## config.mk

```make
export PLATFORM = sky130hd
export DESIGN_NAME = riscv_mc_ctrl_flat
export DESIGN_NICKNAME = d
export VERILOG_FILES = /design/src/rtl/riscv_mc_ctrl_if.sv /design/src/rtl/riscv_mc_ctrl.sv /design/src/flat_wrapper.sv
export SDC_FILE = /design/constraint.sdc
export NUM_CORES = 1
export LEC_CHECK = 0
export BUFFER_PORTS_ARGS = -buffer_cell sky130_fd_sc_hd__buf_2
export CAP_MARGIN = 20
export CELL_PAD_IN_SITES_DETAIL_PLACEMENT = 1
export CELL_PAD_IN_SITES_GLOBAL_PLACEMENT = 1
export CORE_MARGIN = 2
export CORE_UTILIZATION = 40
export CTS_CLUSTER_SIZE = 14
export DETAILED_ROUTE_END_ITERATION = 8
export PLACE_DENSITY = 0.81
export SLEW_MARGIN = 10
export SYNTH_ARGS = -nofsm -noshare
export SYNTH_HDL_FRONTEND = slang
export SYNTH_SLANG_ARGS = --single-unit
```

## constraint.sdc

```tcl
create_clock -name clk -period 2.7 [get_ports clk]
set_input_delay 0.27 -clock clk [delete_from_list [all_inputs] [get_ports clk]]
set_output_delay 0.27 -clock clk [all_outputs]
set_load 0.01 [all_outputs]
```

## src/rtl/riscv_mc_ctrl_if.sv

```systemverilog
// Control bus between the multicycle RISC-V controller (master) and its datapath (slave).
// CNT_W must match the CNT_W of the riscv_mc_ctrl instance bound to this bus.
interface riscv_mc_ctrl_if #(
    parameter int unsigned CNT_W = 32
);
    logic [6:0]       op;
    logic             zero;
    logic             mem_ready;

    logic             mem_req;
    logic             mem_write;
    logic             adr_src;
    logic             ir_write;
    logic             pc_write;
    logic             reg_write;
    logic [1:0]       alu_src_a;
    logic [1:0]       alu_src_b;
    logic [1:0]       alu_op;
    logic [1:0]       result_src;
    logic [3:0]       state;
    logic [CNT_W-1:0] instr_count;
    logic             illegal_instr;

    modport master (
        input  op, zero, mem_ready,
        output mem_req, mem_write, adr_src, ir_write, pc_write, reg_write,
        output alu_src_a, alu_src_b, alu_op, result_src,
        output state, instr_count, illegal_instr
    );

    modport slave (
        output op, zero, mem_ready,
        input  mem_req, mem_write, adr_src, ir_write, pc_write, reg_write,
        input  alu_src_a, alu_src_b, alu_op, result_src,
        input  state, instr_count, illegal_instr
    );
endinterface

```

## src/rtl/riscv_mc_ctrl.sv

```systemverilog
// Multicycle RISC-V main controller: Moore FSM with registered control outputs.
// Optional CTRL_ILLEGAL_TRAP_EN: unknown opcodes halt the core and raise illegal_instr.
module riscv_mc_ctrl #(
    parameter int unsigned CNT_W = 32
) (
    input  logic            clk,
    input  logic            reset,
    riscv_mc_ctrl_if.master bus
);
    typedef enum logic [3:0] {
        StFetch    = 4'd0,
        StDecode   = 4'd1,
        StMemAdr   = 4'd2,
        StMemRead  = 4'd3,
        StMemWb    = 4'd4,
        StMemWrite = 4'd5,
        StExecR    = 4'd6,
        StAluWb    = 4'd7,
        StExecI    = 4'd8,
        StJal      = 4'd9,
        StBeq      = 4'd10,
        StHalt     = 4'd11
    } state_e;

    typedef struct packed {
        logic       mem_req;
        logic       mem_write;
        logic       adr_src;
        logic       reg_write;
        logic       pc_write;
        logic [1:0] alu_src_a;
        logic [1:0] alu_src_b;
        logic [1:0] alu_op;
        logic [1:0] result_src;
    } ctrl_t;

    localparam logic [6:0] OpLoad   = 7'b0000011;
    localparam logic [6:0] OpStore  = 7'b0100011;
    localparam logic [6:0] OpRType  = 7'b0110011;
    localparam logic [6:0] OpIType  = 7'b0010011;
    localparam logic [6:0] OpJal    = 7'b1101111;
    localparam logic [6:0] OpBranch = 7'b1100011;

    localparam logic [CNT_W-1:0] CntOne = {{(CNT_W-1){1'b0}}, 1'b1};

`ifdef CTRL_ILLEGAL_TRAP_EN
    localparam state_e IllegalNext = StHalt;
`else
    localparam state_e IllegalNext = StFetch;
`endif

    state_e           r_state;
    ctrl_t            r_ctrl;
    logic [CNT_W-1:0] r_count;
    state_e           w_next;
    logic             w_retire;
    logic             w_fetch_done;

    // Moore decode of one state; FETCH's ir/pc strobes and BEQ's branch are added at the outputs.
    function automatic ctrl_t f_decode(state_e s);
        ctrl_t c;
        c = '0;
        case (s)
            StFetch: begin
                c.mem_req    = 1'b1;
                c.alu_src_b  = 2'b10;
                c.result_src = 2'b10;
            end
            StDecode: begin
                c.alu_src_a = 2'b01;
                c.alu_src_b = 2'b01;
            end
            StMemAdr: begin
                c.alu_src_a = 2'b10;
                c.alu_src_b = 2'b01;
            end
            StMemRead: begin
                c.mem_req = 1'b1;
                c.adr_src = 1'b1;
            end
            StMemWb: begin
                c.result_src = 2'b01;
                c.reg_write  = 1'b1;
            end
            StMemWrite: begin
                c.mem_req   = 1'b1;
                c.mem_write = 1'b1;
                c.adr_src   = 1'b1;
            end
            StExecR: begin
                c.alu_src_a = 2'b10;
                c.alu_op    = 2'b10;
            end
            StAluWb: begin
                c.reg_write = 1'b1;
            end
            StExecI: begin
                c.alu_src_a = 2'b10;
                c.alu_src_b = 2'b01;
                c.alu_op    = 2'b10;
            end
            StJal: begin
                c.alu_src_a = 2'b01;
                c.alu_src_b = 2'b10;
                c.pc_write  = 1'b1;
            end
            StBeq: begin
                c.alu_src_a = 2'b10;
                c.alu_op    = 2'b01;
            end
            default: c = '0;
        endcase
        return c;
    endfunction

    // r_ctrl.mem_req is low in the first cycle after reset release, so no access starts until
    // the first rising edge afterwards.
    assign w_fetch_done = (r_state == StFetch) && r_ctrl.mem_req && bus.mem_ready;

    always_comb begin
        w_next   = r_state;
        w_retire = 1'b0;
        case (r_state)
            StFetch: begin
                if (w_fetch_done) w_next = StDecode;
            end
            StDecode: begin
                case (bus.op)
                    OpLoad, OpStore: w_next = StMemAdr;
                    OpRType:         w_next = StExecR;
                    OpIType:         w_next = StExecI;
                    OpJal:           w_next = StJal;
                    OpBranch:        w_next = StBeq;
                    default:         w_next = IllegalNext;
                endcase
            end
            StMemAdr:  w_next = (bus.op == OpLoad) ? StMemRead : StMemWrite;
            StMemRead: begin
                if (bus.mem_ready) w_next = StMemWb;
            end
            StMemWb: begin
                w_next   = StFetch;
                w_retire = 1'b1;
            end
            StMemWrite: begin
                if (bus.mem_ready) begin
                    w_next   = StFetch;
                    w_retire = 1'b1;
                end
            end
            StExecR, StExecI, StJal: w_next = StAluWb;
            StAluWb, StBeq: begin
                w_next   = StFetch;
                w_retire = 1'b1;
            end
            StHalt:  w_next = StHalt;
            default: w_next = StFetch;
        endcase
    end

`ifdef CTRL_ILLEGAL_TRAP_EN
    logic r_illegal;

    always_ff @(posedge clk or negedge reset) begin
        if (!reset) begin
            r_illegal <= 1'b0;
        end else begin
            r_illegal <= (w_next == StHalt);
        end
    end

    assign bus.illegal_instr = r_illegal;
`else
    assign bus.illegal_instr = 1'b0;
`endif

    // Asynchronous clear of r_ctrl is what drops mem_req the instant reset asserts.
    always_ff @(posedge clk or negedge reset) begin
        if (!reset) begin
            r_state <= StFetch;
            r_ctrl  <= '0;
            r_count <= '0;
        end else begin
            r_state <= w_next;
            r_ctrl  <= f_decode(w_next);
            if (w_retire) r_count <= r_count + CntOne;
        end
    end

    assign bus.mem_req     = r_ctrl.mem_req;
    assign bus.mem_write   = r_ctrl.mem_write;
    assign bus.adr_src     = r_ctrl.adr_src;
    assign bus.reg_write   = r_ctrl.reg_write;
    assign bus.alu_src_a   = r_ctrl.alu_src_a;
    assign bus.alu_src_b   = r_ctrl.alu_src_b;
    assign bus.alu_op      = r_ctrl.alu_op;
    assign bus.result_src  = r_ctrl.result_src;
    assign bus.ir_write    = w_fetch_done;
    assign bus.pc_write    = r_ctrl.pc_write | w_fetch_done | ((r_state == StBeq) & bus.zero);
    assign bus.state       = r_state;
    assign bus.instr_count = r_count;

    a_no_write_clash: assert property (@(posedge clk) disable iff (!reset)
        !(bus.mem_write && (bus.ir_write || bus.pc_write)));

`ifndef CTRL_ILLEGAL_TRAP_EN
    a_halt_unreachable: assert property (@(posedge clk) disable iff (!reset)
        r_state != StHalt);
`endif
endmodule

```

## src/flat_wrapper.sv

```systemverilog
// flat-port wrapper written by rule: the top's interface ports become plain ports
module riscv_mc_ctrl_flat 
#(
    parameter int unsigned CNT_W = 32
)
  (clk, reset, bus_op, bus_zero, bus_mem_ready, bus_mem_req, bus_mem_write, bus_adr_src, bus_ir_write, bus_pc_write, bus_reg_write, bus_alu_src_a, bus_alu_src_b, bus_alu_op, bus_result_src, bus_state, bus_instr_count, bus_illegal_instr);
  riscv_mc_ctrl_if #(.CNT_W(CNT_W)) bus_i ();
  input  logic clk;
  input  logic reset;
  input wire logic [$bits(bus_i.op)-1:0] bus_op;
  input wire logic [$bits(bus_i.zero)-1:0] bus_zero;
  input wire logic [$bits(bus_i.mem_ready)-1:0] bus_mem_ready;
  output wire logic [$bits(bus_i.mem_req)-1:0] bus_mem_req;
  output wire logic [$bits(bus_i.mem_write)-1:0] bus_mem_write;
  output wire logic [$bits(bus_i.adr_src)-1:0] bus_adr_src;
  output wire logic [$bits(bus_i.ir_write)-1:0] bus_ir_write;
  output wire logic [$bits(bus_i.pc_write)-1:0] bus_pc_write;
  output wire logic [$bits(bus_i.reg_write)-1:0] bus_reg_write;
  output wire logic [$bits(bus_i.alu_src_a)-1:0] bus_alu_src_a;
  output wire logic [$bits(bus_i.alu_src_b)-1:0] bus_alu_src_b;
  output wire logic [$bits(bus_i.alu_op)-1:0] bus_alu_op;
  output wire logic [$bits(bus_i.result_src)-1:0] bus_result_src;
  output wire logic [$bits(bus_i.state)-1:0] bus_state;
  output wire logic [$bits(bus_i.instr_count)-1:0] bus_instr_count;
  output wire logic [$bits(bus_i.illegal_instr)-1:0] bus_illegal_instr;
  assign bus_i.op = bus_op;
  assign bus_i.zero = bus_zero;
  assign bus_i.mem_ready = bus_mem_ready;
  assign bus_mem_req = bus_i.mem_req;
  assign bus_mem_write = bus_i.mem_write;
  assign bus_adr_src = bus_i.adr_src;
  assign bus_ir_write = bus_i.ir_write;
  assign bus_pc_write = bus_i.pc_write;
  assign bus_reg_write = bus_i.reg_write;
  assign bus_alu_src_a = bus_i.alu_src_a;
  assign bus_alu_src_b = bus_i.alu_src_b;
  assign bus_alu_op = bus_i.alu_op;
  assign bus_result_src = bus_i.result_src;
  assign bus_state = bus_i.state;
  assign bus_instr_count = bus_i.instr_count;
  assign bus_illegal_instr = bus_i.illegal_instr;
  riscv_mc_ctrl #(.CNT_W(CNT_W)) u_core (.clk(clk), .reset(reset), .bus(bus_i));
endmodule
```

# Word level (Yosys, flattened, before mapping)
# Cells that the tools add are included.
# op_classes
n_mux	17
n_reduce_logical	15
add_sub_neg	1
n_bitwise	3
eq_ne	27
# op_table
cell	count
32-bit by 1-bit adder with 32-bit output, second input constant	1
4-bit by 3-bit equality test with 1-bit output, second input constant	8
4-bit equality test, second input constant	7
4-bit case mux with 7 select lines	1
4-bit case mux with 5 select lines	1
4-bit by 2-bit equality test with 1-bit output, second input constant	4
2-bit case mux with 2 select lines	4
7-bit by 6-bit equality test with 1-bit output, second input constant	2
7-bit equality test, second input constant	2
4-bit two-way mux	3
2-bit OR reduction	6
3-bit OR reduction	4
4-bit by 1-bit equality test with 1-bit output, second input constant	2
4-bit logical NOT	2
7-bit by 2-bit equality test with 1-bit output, second input constant	1
7-bit by 5-bit equality test with 1-bit output, second input constant	1
1-bit two-way mux	6
4-bit OR reduction	1
3-bit two-way mux	1
1-bit logical AND	2
1-bit OR	2
1-bit case mux with 2 select lines	1
1-bit bitwise AND	1
# totals
output_inout_bits	51
regBits	49

# Logic depth before layout (Yosys ltp)
# Gate-level depths: netlist of the first run.
# depth
ltp_word	8
depth_mapped	7
ltp_nobuf	6

# Worst setup path after synthesis of the first run
# Ideal clock, no wire load.
# synth_timing
path_type	flip-flop to flip-flop
from	reg u_core.r_state[1] (netlist: u_core.bus.state[1])
to	reg u_core.r_ctrl (netlist bit u_core.bus.mem_req)
stages_incl_launch_ff	7
setup_slack_ns	0.601
synth_period_minus_slack_ns	2.099
required_ns	2.631
n_path_buf	0
t_arrival_ns	2.030
cell_sequence	dfrtp_1 or4b_4 or4b_4 clkinv_2 nand2_2 a211o_1 nand3_2
# synth_between
elab_chain_len	8
# synth_rtl
element	line_no	rtl
start, declared	riscv_mc_ctrl.sv:52	state_e r_state;
start signal, assigned	riscv_mc_ctrl.sv:180	r_state <= StFetch;
start signal, assigned	riscv_mc_ctrl.sv:184	r_state <= w_next;
4-bit logical NOT	riscv_mc_ctrl.sv:118, riscv_mc_ctrl.sv:123	
1-bit logical AND (2 in series)	riscv_mc_ctrl.sv:118	assign w_fetch_done = (r_state == StFetch) && r_ctrl.mem_req && bus.mem_ready;
4-bit two-way mux	riscv_mc_ctrl.sv:125	if (w_fetch_done) w_next = StDecode;
4-bit case mux with 7 select lines (*)	riscv_mc_ctrl.sv:123	case (r_state)
4-bit by 2-bit equality test with 1-bit output (tied with other cells)	riscv_mc_ctrl.sv:63	case (s)
3-bit OR reduction (no source line) (*)	--	
1-bit two-way mux (*)	riscv_mc_ctrl.sv:63	
end signal, assigned	riscv_mc_ctrl.sv:185	r_ctrl <= f_decode(w_next);
end, declared	riscv_mc_ctrl.sv:53	ctrl_t r_ctrl;
# Mark *: on every way between the ends. The rest lies on a longest branch, timed or not.
# A chain may end at the register's enable or synchronous reset.

# Final worst setup path of the first run
# layout_timing
from	reg u_core.r_state[2] (netlist: u_core.bus.state[2])
to	reg u_core.r_ctrl (netlist bit u_core.bus.mem_req)
# Same word-level chain as after synthesis.

==> flow_summary.yaml, run 1 <==
floorplanning:
  die_w_um: 81.6
  ios: 62
  start_util: 0.411
  die_h_um: 81.6
  core_sq_um: 5850
  std_cell_rows: 28
  dieArea_sq_um: 6650
pwr:
  p_per_area_nw_per_um2: 599
  vdd_drop_max_mv: 0.228
  power.leakage_nw: 1.50
timing:
  max_clock_freq_ghz: 0.441
  min_period_ns: 2.27
  worst_pin_slew_ns: 0.793
  setup_viol: 0
  fin_crit_sh: 0.840
  hold_violations: 0
  maxSlewViolCount: 0
  setup_tns_ns: 0
  finClkSkew_ns: 0.00345
  relSlewSlack: 0.468
  rsz0062_at_grt: "false"
critical_path:
  ff2ff_path_depth: 6
  cp-start-kind: "flop"
  arrival_ns: 2.50
  crit_path_end_kind: "flop"
  critical_path.max_fanout: 13
  worstPathRequired_ns: 2.93
  path_class: "flop to flop"
global_routing:
  first_global_vias: 1913
  track_usage: 0.180
  grt_pass1_wl_um: 9250
  antenna_found_initial: 0
  grt_max_degree: 26
  grt_overflow: 0
place:
  io_buffers: 60
  hpwl_um: 4260
  globalplace.congestion: 0.778
synth:
  synthSimpleGateAreaFrac: 0.243
  yosysSeqAreaShare: 0.509
  avgSynthCellArea_sq_um: 10.1
  synth_top_area_share: 0.509
  synth_compound_area_frac: 0.0525
  synth_ff_type: "dfrtp_1"
  synth_area_leaders: "dfrtp_1 51%, xor2_1 8.0%, nor3_1 3.7%, xnor2_1 3.6%, nor2_1 3.1%"
  synth.area.mux_share: 0.00468
  synthXorXnorAreaFrac: 0.116
  netlist_area_sq_um: 2410
  synth-adder-area-share: 0.00936
  ys_ff_latch: 49
  yosys.cell_types.count: 44
  synth_nets: 250
  synthCells: 238
  synth-edff-count: 0
  synth_top_family_by_area: "simple AND/OR/NAND/NOR gates"
  async_reset_ff_frac: 1.00
  yosys.area.top_type: "dfrtp_1"
  ys.warnings.count: 0
layout:
  num_antenna_cells: 0
  fin_nets: 308
  final_cell_mix: "60 x buf_2, 49 x dfrtp_1, 22 x xor2_1"
  area_growth_pct: 18.5
  drive_gt1_frac: 0.274
  post-route-util: 0.487
  layout_commonest_cell: "buf_2"
hold_path:
  hold_class: "input pin to flop"
  hold_path_depth: 2
route:
  vias_per_cell: 5.20
  wire_per_inst_um: 15.1
  wl_um: 5620
  wl_met1_um: 2480
  drc: 0
  antenna_left: 0
  wl_met3_um: 215
  vias: 1928
  wl_met2_um: 2860
  dr.pass1.iters: 2
  top_layer: "met4"
  drtIter0Drc: 36
clock_tree:
  insertion_delay_ns: 0.29
  cts.path.max_buffers: 2
  htreeDepth: 2
  clock_sinks: 49
  cts_made_buffers: 5
  clock-root-buffer: "clkbuf_8"
  path_clk_slew_ns: 0.09
  postCtsSetupRepairBufs: 0
  cts_tree: "done"
flow_run:
  max_cap_viol_count: 0
status:
  status: "finished, final reports clean"
registers in the layout (all words and copies together), names as in the netlist:
register                cells
u_core.bus.alu_op           2
u_core.r_ctrl               1
u_core.bus.adr_src          1
u_core.bus.state            4
u_core.bus.mem_write        1
u_core.bus.result_src       2
u_core.bus.reg_write        1
u_core.bus.alu_src_b        2
u_core.bus.instr_count     32
u_core.bus.alu_src_a        2
u_core.bus.mem_req          1
per-stage QoR:
stage | power [mW] | std cells | hold WS, ns | instance area (sq um) | setup slack [ns]
after floorplan | 1.15 | 238 | -0.0256 | 2410 | 0.601
after global placement | 1.27 | 363 | 0.296 | 2750 | 0.515
after detailed placement | 1.29 | 363 | 0.296 | 2750 | 0.453
after CTS | 1.73 | 371 | 0.260 | 2850 | 0.436
after global routing | 1.82 | 371 | 0.266 | 2850 | 0.287
final | 1.71 | 371 | 0.267 | 2850 | 0.432
where the power goes:
| group | internal, mW | total [mW] | switching [mW] |
|---|---|---|---|
| clock | 0.203 | 0.437 | 0.234 |
| sequential | 0.811 | 0.897 | 0.0863 |
| combinational | 0.168 | 0.374 | 0.205 |
worst paths after layout:
path / startpoint / to / slack, ns
max: u_core.bus.state[2]$_DFF_PN0_ / u_core.bus.mem_req$_DFF_PN0_ / 0.43
min: bus_op[5] / u_core.bus.alu_src_a[1]$_DFF_PN0_ / 0.27
max reg2reg: u_core.bus.state[2]$_DFF_PN0_ / u_core.bus.mem_req$_DFF_PN0_ / 0.43
min reg2reg: u_core.bus.instr_count[31]$_DFFE_PN0P_ / u_core.bus.instr_count[31]$_DFFE_PN0P_ / 0.47
max in group asynchronous: reset / u_core.bus.reg_write$_DFF_PN0_ / 1.47
min in group asynchronous: reset / u_core.bus.instr_count[28]$_DFFE_PN0P_ / 0.49
cell usage after synthesis, drive strengths merged (2+ instances only):
library cell	count
dfrtp	49
xor2	22
nor2	20
nor3	18
inv	14
nand2	14
nand3	11
buf	10
nor4	10
xnor2	10
nand4	9
clkbuf	6
nand2b	5
o21ai	4
or4bb	4
a21oi	3
a211o	2
nor2b	2
nor4b	2
o211ai	2
or4b	2
logic make-up (layout without fill, tap and decap cells):
| family | Yosys count | after routing |
|---|---|---|
| mux | 1 | 1 |
| xor+xnor | 32 | 32 |
| compound gates | 18 | 18 |
| simple gates | 104 | 104 |
| flops | 49 | 49 |
| buf+inv | 31 | 89 |
| other cells | 1 | 1 |
| fa+ha+maj | 2 | 2 |
what timing repair did:
| action | CTS | global route |
|---|---|---|
| gates resized for setup | 0 | 0 |
| hold buffers | 1 | 0 |
| endpoints found under the hold margin | 24 | 0 |
critical path, cell delays in order (launching register included):
cell and delay [ns]:
dfrtp_1 0.51, or4b_4 0.57, or4b_4 0.57, clkinv_2 0.08, nand2_2 0.05, a211o_1 0.34, nand3_2 0.09
layout make-up:
| type | instances | area [sq um] |
|---|---|---|
| Clock buffer | 6 | 82.6 |
| Clock inverter | 1 | 7.51 |
| Fill cell | 684 | 3000 |
| Inverter | 15 | 57.6 |
| Multi-Input combinational cell | 158 | 1030 |
| Sequential cell | 49 | 1230 |
| Tap cell | 75 | 93.8 |
| Timing Repair Buffer | 67 | 355 |
per-layer routing:
layer	up-vias	track usage
met5	-	0
met4	0	0.0500
met3	5	0.0297
met2	41	0.321
met1	956	0.224
li1	926	-
(Power assumes the default switching activity.)
==> run 2: changes to the inputs <==
- clock period: 2.7 -> 2.34 ns (I/O delays scaled with it)
==> flow_summary.yaml, run 2 (synthesis gave the netlist of run 1 again) <==
layout:
  drive_gt1_frac: 0.285
  final_cell_mix: "60 x buf_2, 49 x dfrtp_1, 22 x xor2_1"
  largest_reg_flops: 32
  multiInputGateArea_sq_um: 1030
  nFillCells: 699
  regArea_sq_um: 1230
  layout_commonest_cell: "buf_2"
  area_growth_pct: 21.6
  post-route-util: 0.500
  post-route-cell-area_sq_um: 2930
  fin_nets: 313
  num_antenna_cells: 0
clock_tree:
  insertion_delay_ns: 0.30
  cts_tree: "done"
  clock-root-buffer: "clkbuf_8"
  postCtsSetupRepairBufs: 0
  cts_made_buffers: 5
  path_clk_slew_ns: 0.09
  cts_resized: 0
  ctsHoldBuffers: 1
  clock_sinks: 49
  htreeDepth: 2
  cts.path.max_buffers: 2
timing:
  worst_pin_slew_ns: 0.548
  finClkSkew_ns: 0.00637
  maxSlewViolCount: 0
  hold_violations: 0
  setup_viol: 0
  fin_crit_sh: 0.926
  rsz0062_at_grt: "false"
  setup_tns_ns: 0
  timing.final.ws_setup_ns: 0.173
  relSlewSlack: 0.633
  max_clock_freq_ghz: 0.461
  min_period_ns: 2.17
pwr:
  power.leakage_nw: 1.55
  vdd_drop_max_mv: 0.412
  pwr-share-comb: 0.232
  power.total_mw: 2.12
  power.switching_mw: 0.610
  p_int_mw: 1.51
  seqPwrFrac: 0.475
  pwr-share-clk: 0.293
  swShare: 0.288
  p_per_area_nw_per_um2: 722
critical_path:
  path_class: "flop to flop"
  critical_path.max_fanout: 5
  crit_path_end_kind: "flop"
  arrival_ns: 2.41
  worstPathRequired_ns: 2.58
  cp-start-kind: "flop"
route:
  wire_per_inst_um: 15.2
  dr.pass1.iters: 4
  wl_um: 5720
  vias_per_cell: 5.25
  drtIter0Drc: 82
  drc: 0
  vias: 1981
  antenna_left: 0
global_routing:
  grt_overflow: 0
  grt_pass1_wl_um: 9500
  antenna_found_initial: 0
  grt_max_degree: 29
  first_global_vias: 2022
  track_usage: 0.187
flow_run:
  max_cap_viol_count: 0
place:
  io_buffers: 60
  globalplace.congestion: 0.786
  preCtsSetupSlack_ns: 0.194
  dpl_cell_area_sq_um: 2800
  hpwl_um: 4410
floorplanning:
  ios: 62
  die_h_um: 81.6
  die_w_um: 81.6
  dieArea_sq_um: 6650
  std_cell_rows: 28
  core_sq_um: 5850
  start_util: 0.411
hold_path:
  hold_class: "input pin to flop"
status:
  status: "finished, final reports clean"
-- run 2: power groups by stage --
stage	Sequential (mW)	Combinational (mW)	Clock, mW
3_5_place_dp	1.02	0.500	0
6_report	1.00	0.492	0.619
5_1_grt	1.02	0.550	0.681
4_1_cts	1.01	0.504	0.640
3_3_place_gp	1.02	0.478	0
2_1_floorplan	1.04	0.289	0
-- run 2: area by class of cell --
class                      count  area share
clock inverter                 1      0.0103
sequential                    49       0.419
inverter                      15      0.0197
timing repair buffer          72       0.138
multi-input combinational    158       0.351
clock buffer                   7      0.0295
tap                           75      0.0321
-- run 2: final timing paths --
path | from | endpoint | slack [ns] | cells after the start
max | u_core.bus.state[1]$_DFF_PN0_ | u_core.bus.mem_req$_DFF_PN0_ | 0.17 | 6
min | bus_op[4] | u_core.r_ctrl[8]$_DFF_PN0_ | 0.22 | 2
min reg2reg | u_core.bus.instr_count[31]$_DFFE_PN0P_ | u_core.bus.instr_count[31]$_DFFE_PN0P_ | 0.48 | 1
max reg2reg | u_core.bus.state[1]$_DFF_PN0_ | u_core.bus.mem_req$_DFF_PN0_ | 0.17 | 6
min in group asynchronous | reset | u_core.bus.instr_count[25]$_DFFE_PN0P_ | 0.45 | 2
max in group asynchronous | reset | u_core.bus.instr_count[17]$_DFFE_PN0P_ | 1.36 | 3
-- run 2: metrics by stage --
stage          instances  hold WS, ns
2_1_floorplan        238      -0.0616
3_3_place_gp         368        0.240
3_5_place_dp         368        0.249
4_1_cts              377        0.203
5_1_grt              377        0.221
6_report             377        0.218
-- run 2: critical path, cell delays in order, from the launching register on --
cell	delay, ns
dfrtp_1	0.41
or4b_4	0.58
or4b_4	0.57
clkinv_2	0.08
nand2_2	0.05
a211o_1	0.34
nand3_2	0.08
-- run 2: routing by layer --
layer / track usage / part of all wire / up-vias
li1: - / - / 941
met1: 0.212 / 0.42 / 991
met2: 0.342 / 0.52 / 43
met3: 0.0429 / 0.044 / 6
met4: 0.0650 / 0.015 / 0
met5: 0 / 0 / -
==> run 3: changes to the inputs <==
==> constraint.sdc (replaced) <==
create_clock -name clk -period 2.25 [get_ports clk]
set_input_delay 0.1125 -clock clk [delete_from_list [all_inputs] [get_ports clk]]
set_output_delay 0.1125 -clock clk [all_outputs]
set_load 0.01 [all_outputs]
==> flow_summary.yaml, run 3 (synthesis gave the netlist of run 1 again) <==
floorplanning:
  start_util: 0.411
  die_h_um: 81.6
  dieArea_sq_um: 6650
  std_cell_rows: 28
  die_w_um: 81.6
  ios: 62
  core_sq_um: 5850
clock_tree:
  cts_tree: "done"
  clock_sinks: 49
  path_clk_slew_ns: 0.09
  htreeDepth: 2
  insertion_delay_ns: 0.29
  cts.path.max_buffers: 2
  clock-root-buffer: "clkbuf_8"
  cts_made_buffers: 5
route:
  antenna_left: 0
  wl_um: 5670
  dr.pass1.iters: 4
  drtIter0Drc: 88
  wire_per_inst_um: 15.0
  drc: 0
  vias: 1982
  vias_per_cell: 5.23
pwr:
  pwr-share-comb: 0.244
  seqPwrFrac: 0.501
  power.leakage_nw: 1.54
  power.switching_mw: 0.651
  pwr-share-clk: 0.255
  vdd_drop_max_mv: 0.273
  swShare: 0.310
  p_int_mw: 1.45
  p_per_area_nw_per_um2: 717
timing:
  rsz0062_at_grt: "false"
  min_period_ns: 2.12
  maxSlewViolCount: 0
  relSlewSlack: 0.602
  max_clock_freq_ghz: 0.471
  worst_pin_slew_ns: 0.591
  finClkSkew_ns: 0.00953
  hold_violations: 0
  setup_tns_ns: 0
  fin_crit_sh: 0.944
  setup_viol: 0
flow_run:
  max_cap_viol_count: 0
status:
  status: "finished, final reports clean"
layout:
  post-route-cell-area_sq_um: 2930
  final_cell_mix: "60 x buf_2, 49 x dfrtp_1, 22 x xor2_1"
  layout_commonest_cell: "buf_2"
  nFillCells: 667
  largest_reg_flops: 32
  area_growth_pct: 21.9
  fin_nets: 315
  num_antenna_cells: 0
  drive_gt1_frac: 0.303
critical_path:
  reg2reg_setup_slack_ns: 0.13
  cp-start-kind: "flop"
  crit_start: "u_core.bus.state[1]$_DFF_PN0_"
  critical_path.max_fanout: 5
  r2r_start: "u_core.bus.state[1]$_DFF_PN0_"
  crit_path_end_kind: "flop"
  path_class: "flop to flop"
  arrival_ns: 2.36
  worstPathRequired_ns: 2.48
global_routing:
  grt_pass1_wl_um: 9240
  antenna_found_initial: 0
  grt_max_degree: 29
  grt_overflow: 0
  first_global_vias: 1961
  track_usage: 0.179
place:
  globalplace.congestion: 0.769
  dpl_cell_area_sq_um: 2800
  hpwl_um: 4290
  io_buffers: 60
hold_path:
  hold_start: "bus_op[4]"
  hold_class: "input pin to flop"
run 3: cell count changes in the layout (fill, tap and decap cells not counted), sizes merged:
cell    previous run  this run
bufinv             1         0
clkbuf             7         6
buf               71        73
clkinv             1         3
run 3: metal layers:
layer,vias to the layer above,part of all wire,global-route usage
met5,-,0,0
met1,986,0.43,0.219
li1,944,-,-
met2,44,0.52,0.324
met3,8,0.040,0.0297
met4,0,0.015,0.0550
run 3: path summary, 6_finish.rpt:
check,depth (start not counted),to
hold / removal,2,u_core.r_ctrl[8]$_DFF_PN0_
min in group asynchronous,2,u_core.bus.instr_count[28]$_DFFE_PN0P_
setup reg to reg,6,u_core.bus.mem_req$_DFF_PN0_
hold reg to reg,1,u_core.bus.instr_count[31]$_DFFE_PN0P_
setup / recovery,6,u_core.bus.mem_req$_DFF_PN0_
max in group asynchronous,3,u_core.bus.alu_op[1]$_DFF_PN0_
run 3: through the flow:
| step | setup slack (ns) | power (mW) | hold slack (ns) | cells | util |
|---|---|---|---|---|---|
| 3_3_place_gp | 0.174 | 1.56 | -0.0267 | 369 | 0.478 |
| 2_1_floorplan | 0.151 | 1.38 | -0.183 | 238 | - |
| 6_report | 0.125 | 2.10 | 0.0963 | 379 | 0.501 |
| 4_1_cts | 0.0685 | 2.12 | 0.101 | 378 | 0.496 |
| 5_1_grt | 0.00192 | 2.24 | 0.0973 | 379 | 0.501 |
| 3_5_place_dp | 0.129 | 1.58 | -0.0224 | 369 | 0.478 |
run 3: power by group through the flow:
stage	sequential, mW	clock (mW)	combinational, mW
floorplan	1.08	0	0.301
global placement	1.07	0	0.492
detailed placement	1.07	0	0.506
CTS	1.06	0.548	0.514
global route	1.07	0.602	0.569
finish	1.05	0.537	0.514
run 3: cell type report:
class / count / area, sq um / area share
clock inverter: 2 / 13.8 / 0.00469
inverter: 15 / 57.6 / 0.0196
sequential: 49 / 1230 / 0.418
multi-input combinational: 158 / 1050 / 0.359
clock buffer: 6 / 82.6 / 0.0281
timing repair buffer: 74 / 408 / 0.139
tap: 75 / 93.8 / 0.0320
run 3: what timing repair did:
item,CTS,global route
hold buffers,1,0
gates resized for setup,0,4
setup buffers,0,1
hold endpoints to repair,21,0
endpoints found under the setup margin,0,6
run 3: critical path: stages, from the launching register on:
cell and delay, ns:
dfrtp_1 0.39, or4b_4 0.57, or4b_4 0.56, clkinv_2 0.08
nand2_2 0.05, a211o_1 0.33, nand3_2 0.08
